[config.mk]
export PLATFORM = sky130hd
export DESIGN_NAME = pool_window_fetch_flat
export DESIGN_NICKNAME = d
export VERILOG_FILES = /design/src/rtl/pool_window_fetch_pkg.sv /design/src/rtl/pool_window_fetch_if.sv /design/src/rtl/pool_window_fetch_addr_gen.sv /design/src/rtl/pool_window_fetch.sv /design/src/flat_wrapper.sv
export SDC_FILE = /design/constraint.sdc
export NUM_CORES = 1
export LEC_CHECK = 0
export BUFFER_PORTS_ARGS = -buffer_cell sky130_fd_sc_hd__clkbuf_2
export CAP_MARGIN = 20
export CORE_UTILIZATION = 50
export DETAILED_ROUTE_END_ITERATION = 6
export PLACE_DENSITY = 0.81
export SLEW_MARGIN = 40
export SYNTH_ARGS = -nofsm -noshare
export SYNTH_HDL_FRONTEND = slang
export SYNTH_SLANG_ARGS = --single-unit
[constraint.sdc]
create_clock -name clk -period 2.3 [get_ports clk]
set_input_delay 0.23 -clock clk [delete_from_list [all_inputs] [get_ports clk]]
set_output_delay 0.23 -clock clk [all_outputs]
set_load 0.02 [all_outputs]
[src/rtl/pool_window_fetch_pkg.sv]
//==============================================================================
// pool_pkg : shared state encoding and helpers for pool_window_fetch
// Revision : 1.0 - initial release
//==============================================================================
`default_nettype none

package pool_pkg;

   typedef enum logic [3:0] {
      S_IDLE    = 4'd0,
      S_ADDR0   = 4'd1,
      S_ADDR1   = 4'd2,
      S_ADDR2   = 4'd3,
      S_ADDR3   = 4'd4,
      S_CAP     = 4'd5,
      S_PRESENT = 4'd6,
      S_WAIT    = 4'd7,
      S_WRITE   = 4'd8,
      S_DONE    = 4'd9
   } state_t;

   function automatic int out_w(input int img_w);
      return img_w / 2;
   endfunction

   function automatic int out_h(input int img_h);
      return img_h / 2;
   endfunction

   // Strictly-greater test keeps the first operand on ties.
   function automatic logic signed [31:0] smax(input logic signed [31:0] a,
                                               input logic signed [31:0] b);
      return (b > a) ? b : a;
   endfunction

endpackage

`default_nettype wire

[src/rtl/pool_window_fetch_if.sv]
//==============================================================================
// pool_window_fetch_if : control, conv RAM, pooler and pooled RAM signals
// Revision : 1.0 - initial release
//==============================================================================
`default_nettype none

interface pool_window_fetch_if #(
   parameter int ADDR_W = 10,
   parameter int DATA_W = 8
);
   logic              start;
   logic              busy;
   logic              done;
   logic [ADDR_W-1:0] conv_raddr;
   logic [DATA_W-1:0] conv_rdata;
   logic [DATA_W-1:0] win0;
   logic [DATA_W-1:0] win1;
   logic [DATA_W-1:0] win2;
   logic [DATA_W-1:0] win3;
   logic              win_valid;
   logic              pool_save;
   logic [DATA_W-1:0] pool_max;
   logic              out_we;
   logic [ADDR_W-1:0] out_waddr;
   logic [DATA_W-1:0] out_wdata;

   modport master (
      input  start, conv_rdata, pool_save, pool_max,
      output busy, done, conv_raddr, win0, win1, win2, win3, win_valid,
             out_we, out_waddr, out_wdata
   );

   modport slave (
      output start, conv_rdata, pool_save, pool_max,
      input  busy, done, conv_raddr, win0, win1, win2, win3, win_valid,
             out_we, out_waddr, out_wdata
   );
endinterface

`default_nettype wire

[src/rtl/pool_window_fetch_addr_gen.sv]
//==============================================================================
// pool_addr_gen : window row/column counters, incremental base address and
//                 linear pooled-map output address
// Revision : 1.0 - initial release
//==============================================================================
`default_nettype none

module pool_addr_gen #(
   parameter int ADDR_W = 10,
   parameter int IMG_W  = 26,
   parameter int OUT_W  = 13,
   parameter int OUT_H  = 13
) (
   input  logic              clk,
   input  logic              clear,
   input  logic              advance,
   output logic [ADDR_W-1:0] base,
   output logic [ADDR_W-1:0] oaddr,
   output logic              last_window
);
   localparam logic [ADDR_W-1:0] C_COL_STEP = ADDR_W'(2);
   // From the last window of a row to the first of the next: skip the odd
   // column (if any) and the bottom row of the current window pair.
   localparam logic [ADDR_W-1:0] C_ROW_STEP = ADDR_W'(2 * IMG_W - 2 * (OUT_W - 1));
   localparam logic [ADDR_W-1:0] C_LAST_COL = ADDR_W'(OUT_W - 1);
   localparam logic [ADDR_W-1:0] C_LAST_ROW = ADDR_W'(OUT_H - 1);

   logic [ADDR_W-1:0] orow;
   logic [ADDR_W-1:0] ocol;

   always_ff @(posedge clk) begin
      if (clear) begin
         orow  <= '0;
         ocol  <= '0;
         base  <= '0;
         oaddr <= '0;
      end else if (advance) begin
         oaddr <= oaddr + ADDR_W'(1);
         if (ocol == C_LAST_COL) begin
            ocol <= '0;
            orow <= orow + ADDR_W'(1);
            base <= base + C_ROW_STEP;
         end else begin
            ocol <= ocol + ADDR_W'(1);
            base <= base + C_COL_STEP;
         end
      end
   end

   assign last_window = (orow == C_LAST_ROW) && (ocol == C_LAST_COL);

endmodule

`default_nettype wire

[src/rtl/pool_window_fetch.sv]
//==============================================================================
// pool_window_fetch : walks a feature map in 2x2 stride-2 windows, feeds the
//                     pooler and writes pooled results to the output RAM.
//                     Option POOL_FETCH_INTERNAL_MAX_EN: compute max internally.
// Revision : 1.0 - initial release
//==============================================================================
`default_nettype none

module pool_window_fetch
   import pool_pkg::*;
#(
   parameter int ADDR_W = 10,
   parameter int DATA_W = 8,
   parameter int IMG_W  = 26,
   parameter int IMG_H  = 26
) (
   input  logic                clk,
   input  logic                rst,
   pool_window_fetch_if.master bus
);
   localparam int OUT_W = out_w(IMG_W);
   localparam int OUT_H = out_h(IMG_H);

   state_t            state;
   state_t            state_nx;
   logic              start_acc;
   logic              clear;
   logic              last_window;
   logic              load_out;
   logic              busy;
   logic              done;
   logic              win_valid;
   logic              out_we;
   logic [ADDR_W-1:0] base;
   logic [ADDR_W-1:0] oaddr;
   logic [ADDR_W-1:0] raddr;
   logic [ADDR_W-1:0] raddr_hold;
   logic [ADDR_W-1:0] waddr;
   logic [DATA_W-1:0] wdata;
   logic [DATA_W-1:0] next_wdata;
   logic [DATA_W-1:0] win0, win1, win2, win3;

   assign start_acc = (state == S_IDLE) && bus.start;
   assign clear     = rst || start_acc;

   pool_addr_gen #(
      .ADDR_W (ADDR_W),
      .IMG_W  (IMG_W),
      .OUT_W  (OUT_W),
      .OUT_H  (OUT_H)
   ) u_addr_gen (
      .clk         (clk),
      .clear       (clear),
      .advance     (out_we),
      .base        (base),
      .oaddr       (oaddr),
      .last_window (last_window)
   );

   always_ff @(posedge clk) begin
      if (rst) state <= S_IDLE;
      else     state <= state_nx;
   end

   always_comb begin
      state_nx  = state;
      busy      = 1'b1;
      done      = 1'b0;
      win_valid = 1'b0;
      out_we    = 1'b0;
      raddr     = raddr_hold;
      case (state)
         S_IDLE: begin
            busy = 1'b0;
            if (bus.start) state_nx = S_ADDR0;
         end
         S_ADDR0: begin
            raddr    = base;
            state_nx = S_ADDR1;
         end
         S_ADDR1: begin
            raddr    = base + ADDR_W'(1);
            state_nx = S_ADDR2;
         end
         S_ADDR2: begin
            raddr    = base + ADDR_W'(IMG_W);
            state_nx = S_ADDR3;
         end
         S_ADDR3: begin
            raddr    = base + ADDR_W'(IMG_W + 1);
            state_nx = S_CAP;
         end
         S_CAP:     state_nx = S_PRESENT;
         S_PRESENT: begin
            win_valid = 1'b1;
`ifdef POOL_FETCH_INTERNAL_MAX_EN
            state_nx  = S_WRITE;
`else
            state_nx  = S_WAIT;
`endif
         end
         S_WAIT: begin
            if (bus.pool_save) state_nx = S_WRITE;
         end
         S_WRITE: begin
            out_we   = 1'b1;
            state_nx = last_window ? S_DONE : S_ADDR0;
         end
         S_DONE: begin
            busy     = 1'b0;
            done     = 1'b1;
            state_nx = S_IDLE;
         end
         default: begin
            busy     = 1'b0;
            state_nx = S_IDLE;
         end
      endcase
   end

`ifdef POOL_FETCH_INTERNAL_MAX_EN
   logic signed [31:0] sx0, sx1, sx2, sx3;
   assign sx0        = 32'(signed'(win0));
   assign sx1        = 32'(signed'(win1));
   assign sx2        = 32'(signed'(win2));
   assign sx3        = 32'(signed'(win3));
   assign next_wdata = DATA_W'(smax(smax(smax(sx0, sx1), sx2), sx3));
`else
   assign next_wdata = bus.pool_max;
`endif

   // Output address/data only move on entry to S_WRITE, so they hold otherwise.
   assign load_out = (state_nx == S_WRITE);

   always_ff @(posedge clk) begin
      if (rst) begin
         raddr_hold <= '0;
         win0       <= '0;
         win1       <= '0;
         win2       <= '0;
         win3       <= '0;
         waddr      <= '0;
         wdata      <= '0;
      end else begin
         raddr_hold <= raddr;
         case (state)
            S_ADDR1: win0 <= bus.conv_rdata;
            S_ADDR2: win1 <= bus.conv_rdata;
            S_ADDR3: win2 <= bus.conv_rdata;
            S_CAP:   win3 <= bus.conv_rdata;
            default: ;
         endcase
         if (load_out) begin
            waddr <= oaddr;
            wdata <= next_wdata;
         end
      end
   end

   assign bus.busy       = busy;
   assign bus.done       = done;
   assign bus.conv_raddr = raddr;
   assign bus.win0       = win0;
   assign bus.win1       = win1;
   assign bus.win2       = win2;
   assign bus.win3       = win3;
   assign bus.win_valid  = win_valid;
   assign bus.out_we     = out_we;
   assign bus.out_waddr  = waddr;
   assign bus.out_wdata  = wdata;

endmodule

`default_nettype wire

[src/flat_wrapper.sv]
// flat-port wrapper written by rule: the top's interface ports become plain ports
module pool_window_fetch_flat import pool_pkg::*;
#(
   parameter int ADDR_W = 10,
   parameter int DATA_W = 8,
   parameter int IMG_W  = 26,
   parameter int IMG_H  = 26
)
  (clk, rst, bus_start, bus_conv_rdata, bus_pool_save, bus_pool_max, bus_busy, bus_done, bus_conv_raddr, bus_win0, bus_win1, bus_win2, bus_win3, bus_win_valid, bus_out_we, bus_out_waddr, bus_out_wdata);
  pool_window_fetch_if #(.ADDR_W(ADDR_W), .DATA_W(DATA_W)) bus_i ();
  input  logic clk;
  input  logic rst;
  input wire logic [$bits(bus_i.start)-1:0] bus_start;
  input wire logic [$bits(bus_i.conv_rdata)-1:0] bus_conv_rdata;
  input wire logic [$bits(bus_i.pool_save)-1:0] bus_pool_save;
  input wire logic [$bits(bus_i.pool_max)-1:0] bus_pool_max;
  output wire logic [$bits(bus_i.busy)-1:0] bus_busy;
  output wire logic [$bits(bus_i.done)-1:0] bus_done;
  output wire logic [$bits(bus_i.conv_raddr)-1:0] bus_conv_raddr;
  output wire logic [$bits(bus_i.win0)-1:0] bus_win0;
  output wire logic [$bits(bus_i.win1)-1:0] bus_win1;
  output wire logic [$bits(bus_i.win2)-1:0] bus_win2;
  output wire logic [$bits(bus_i.win3)-1:0] bus_win3;
  output wire logic [$bits(bus_i.win_valid)-1:0] bus_win_valid;
  output wire logic [$bits(bus_i.out_we)-1:0] bus_out_we;
  output wire logic [$bits(bus_i.out_waddr)-1:0] bus_out_waddr;
  output wire logic [$bits(bus_i.out_wdata)-1:0] bus_out_wdata;
  assign bus_i.start = bus_start;
  assign bus_i.conv_rdata = bus_conv_rdata;
  assign bus_i.pool_save = bus_pool_save;
  assign bus_i.pool_max = bus_pool_max;
  assign bus_busy = bus_i.busy;
  assign bus_done = bus_i.done;
  assign bus_conv_raddr = bus_i.conv_raddr;
  assign bus_win0 = bus_i.win0;
  assign bus_win1 = bus_i.win1;
  assign bus_win2 = bus_i.win2;
  assign bus_win3 = bus_i.win3;
  assign bus_win_valid = bus_i.win_valid;
  assign bus_out_we = bus_i.out_we;
  assign bus_out_waddr = bus_i.out_waddr;
  assign bus_out_wdata = bus_i.out_wdata;
  pool_window_fetch #(.ADDR_W(ADDR_W), .DATA_W(DATA_W), .IMG_W(IMG_W), .IMG_H(IMG_H)) u_core (.clk(clk), .rst(rst), .bus(bus_i));
endmodule
==> run_results.csv <==
group,metric,value,unit
die,start_util,0.513,
logic_synthesis,syn_area,4450,sq um
critical_path,critPathMaxFanout,5,
layout,area.growth.synth_to_final,25.8,%
logic_synthesis,synth_top_flop_cell,"dfxtp_1",
routing,wl,11200,microns
sta,setup_viol,7,
clocking,cts_tree,"yes",
hold_path,min_path_type,"input port to flop",
critical_path,cp.required,2.07,ns
global_route,grt_pass1_vias,3735,
clocking,cts_max_level,3,
routing,ant_nets,0,
sta,slew-limit-headroom,0.576,
clocking,cts_buffer_depth,2,
pwr,combinationalPowerShare,0.114,
routing,routed-via-count,4245,
logic_synthesis,async_flop_share,0,
layout,final_area,5600,sq um
global_route,grt_pass1_wl,16500,microns
layout,drive_gt1_frac,0.259,
die,ios,84,
logic_synthesis,ys_warn_count,0,
sta,worst_slew_pin_slew,0.636,ns
status,outcome,"complete, but fails checks",
sta,rsz0062_at_grt,"yes",
pwr,peakVddDrop,0.000414,V
sta,max_freq,414,MHz
sta,hold_viol_final,0,
routing,drt-initial-drc-count,251,
logic_synthesis,synthCells,547,
place,dp_hpwl,7380,microns
run,cap_viol_max_count,0,
logic_synthesis,yosys_register_bits,103,
logic_synthesis,syn_nets,576,
routing,routed-wl-met3,549,microns
clocking,clkSinkCount,103,
logic_synthesis,ys_seq_area_frac,0.463,
global_route,overflow,0,
pwr,p_per_area,622,nW/um^2
logic_synthesis,yosysTopAreaCell,"dfxtp_1",
routing,drt-met1-wl,4580,microns
die,rows,34,
critical_path,endpoint_kind,"output port",
clocking,cts.clk_slew.worst_paths,0.10,ns
place,gp_congestion,0.909,
place,port_buffers,83,
routing,wl_per_cell,14.7,microns
critical_path,path_class,"flop to output port",
die,fp.dieW,96.3,microns
sta,drv_slew,0,
routing,route.detailed.drc,0,
logic_synthesis,synth_common_cells,"124 x nand2_1, 103 x dfxtp_1, 66 x a21oi_1, 49 x nor2_1, 25 x clkbuf_1",
place,dpl_worst_slack,0.0388,ns
logic_synthesis,avgSynthCellArea,8.14,sq um
logic_synthesis,yosysUniqueCellTypes,52,
pwr,intPower,2.62,mW
layout,diodes,0,
pwr,swShare,0.247,
place,placed_area,5050,sq um
pwr,power_frac_seq,0.525,
status,violations,"negative setup slack",
sta,finClkSkew,0.0140,ns
layout,fin_nets,680,
sta,post-route-period-util,1.05,
layout,fillers,690,
die,die_y,96.3,microns
global_route,antenna_found_initial,0,
routing,drt-pass1-iter-count,5,
routing,dr_wl_met2,5740,microns
critical_path,crit_path_start_kind,"flop",
die,dieArea,9280,sq um
global_route,grt_usage,0.228,
pwr,clkPwrFrac,0.361,
die,core-area,8680,sq um
sta,setup_ws,-0.113,ns
pwr,power.leakage,2.23,nW
global_route,grt_max_degree,65,
sta,fin_crit,2.41,ns
logic_synthesis,yosys.cell_count.top_type,"nand2_1",
clocking,cts_root_buf,"clkbuf_8",
clocking,cts_made_buffers,9,
logic_synthesis,yosysTopAreaCellShare,0.463,
critical_path,arrival,2.18,ns
clocking,clock_latency,0.37,ns
logic_synthesis,synth_edf_count,0,
logic_synthesis,synthTopCellsByArea,"dfxtp_1 46%, nand2_1 10%, a21oi_1 7.4%",
routing,vias_per_cell,5.56,
sta,whs,0.0788,ns
routing,top_layer,"met4",
pwr,p_switching,0.859,mW
[worst max-delay path, stage by stage, from the launching register on]
cell and delay [ns]:
dfxtp_4 0.39, or4bb_4 0.56, nand2_4 0.10, nor2_4 0.06
a222oi_1 0.44, inv_1 0.10, clkbuf_8 0.17
[through the flow]
step,std cells,total power [mW],utilization,TNS (ns)
after global placement,730,2.16,0.581,0
after global routing,764,3.60,0.645,-0.807
after floorplan,547,2.05,-,0
final,764,3.48,0.645,-0.395
after detailed placement,730,2.18,0.581,0
after CTS,756,3.45,0.627,-0.0851
[power by group through the flow]
stage	clock network, mW	registers, mW	logic (mW)
2_1_floorplan	0	1.88	0.171
3_3_place_gp	0	1.87	0.298
3_5_place_dp	0	1.87	0.307
4_1_cts	1.27	1.83	0.354
5_1_grt	1.35	1.83	0.426
6_report	1.26	1.83	0.396
[per-layer routing]
layer | vias up | GRT usage
met5 | - | 0
met4 | 0 | 0.114
met3 | 31 | 0.0316
met2 | 153 | 0.414
met1 | 1997 | 0.259
li1 | 2064 | -
[cells in the final DEF, fill, tap and decap left out, types with 2 or more instances in the layout]
| cell | instances |
|---|---|
| nand2_1 | 122 |
| dfxtp_1 | 97 |
| clkbuf_2 | 74 |
| a21oi_1 | 66 |
| nor2_1 | 45 |
| buf_4 | 42 |
| xor2_1 | 23 |
| nand3_1 | 15 |
| nand4_1 | 14 |
| nor3_1 | 12 |
| clkbuf_8 | 12 |
| inv_1 | 10 |
| nor2b_1 | 9 |
| ha_1 | 9 |
| xnor2_1 | 8 |
| nand2b_1 | 6 |
| o21ai_0 | 6 |
| or3_1 | 5 |
| a31oi_1 | 5 |
| and3_1 | 5 |
| buf_6 | 5 |
| o21ai_1 | 4 |
| or4b_4 | 3 |
| a221o_1 | 3 |
| a21o_1 | 3 |
| dfxtp_4 | 3 |
| dfxtp_2 | 3 |
| nor2_4 | 2 |
| nor2_2 | 2 |
| nand2_4 | 2 |
| a222oi_1 | 2 |
| or2_2 | 2 |
| and4_1 | 2 |
| nor4_4 | 2 |
| mux2i_1 | 2 |
| bufinv_16 | 2 |
| clkbuf_1 | 2 |
[path summary, 6_finish.rpt]
kind,from,endpoint,slack [ns],depth (start not counted)
max,u_core.state[1],bus_conv_raddr[9],-0.11,6
min reg2reg,u_core.bus.win0[0],u_core.bus.win0[0],0.46,2
min,bus_pool_max[7],u_core.bus.out_wdata[7],0.08,3
max reg2reg,u_core.u_addr_gen.ocol[0],u_core.u_addr_gen.base[8],-0.01,8
[sequential cells by signal (all words and copies together) (netlist names), 8 cells and up]
register and count:
u_core.u_addr_gen.orow 10, u_core.raddr_hold 10, u_core.u_addr_gen.base 9, u_core.bus.win3 8
u_core.bus.win1 8, u_core.bus.win0 8, u_core.bus.out_wdata 8, u_core.bus.out_waddr 10
u_core.u_addr_gen.oaddr 10, u_core.bus.win2 8, u_core.u_addr_gen.ocol 10
[logic make-up after synthesis]
group	after synthesis	synth area share
simple gates	259	0.272
flops	103	0.463
compound gates	101	0.136
buf+inv	42	0.0380
xor+xnor	31	0.0610
fa+ha+maj	9	0.0253
mux	2	0.00450
[repair_timing]
item | 4_1_cts | 5_1_grt
hold buffers | 0 | 0
pin swaps | 6 | 10
setup endpoints to repair | 8 | 17
gates resized for setup | 28 | 33
gates cloned | 0 | 1
buffers inserted | 10 | 9
[final cells by class]
type	instances	area [sq um]	share of cell area
Clock buffer	12	145	0.0259
Inverter	11	43.8	0.00782
Sequential cell	103	2080	0.371
Tap cell	108	135	0.0241
Clock inverter	4	76.3	0.0136
Multi-Input combinational cell	402	2350	0.419
Timing Repair Buffer	124	774	0.138
(Power assumes the default switching activity.)
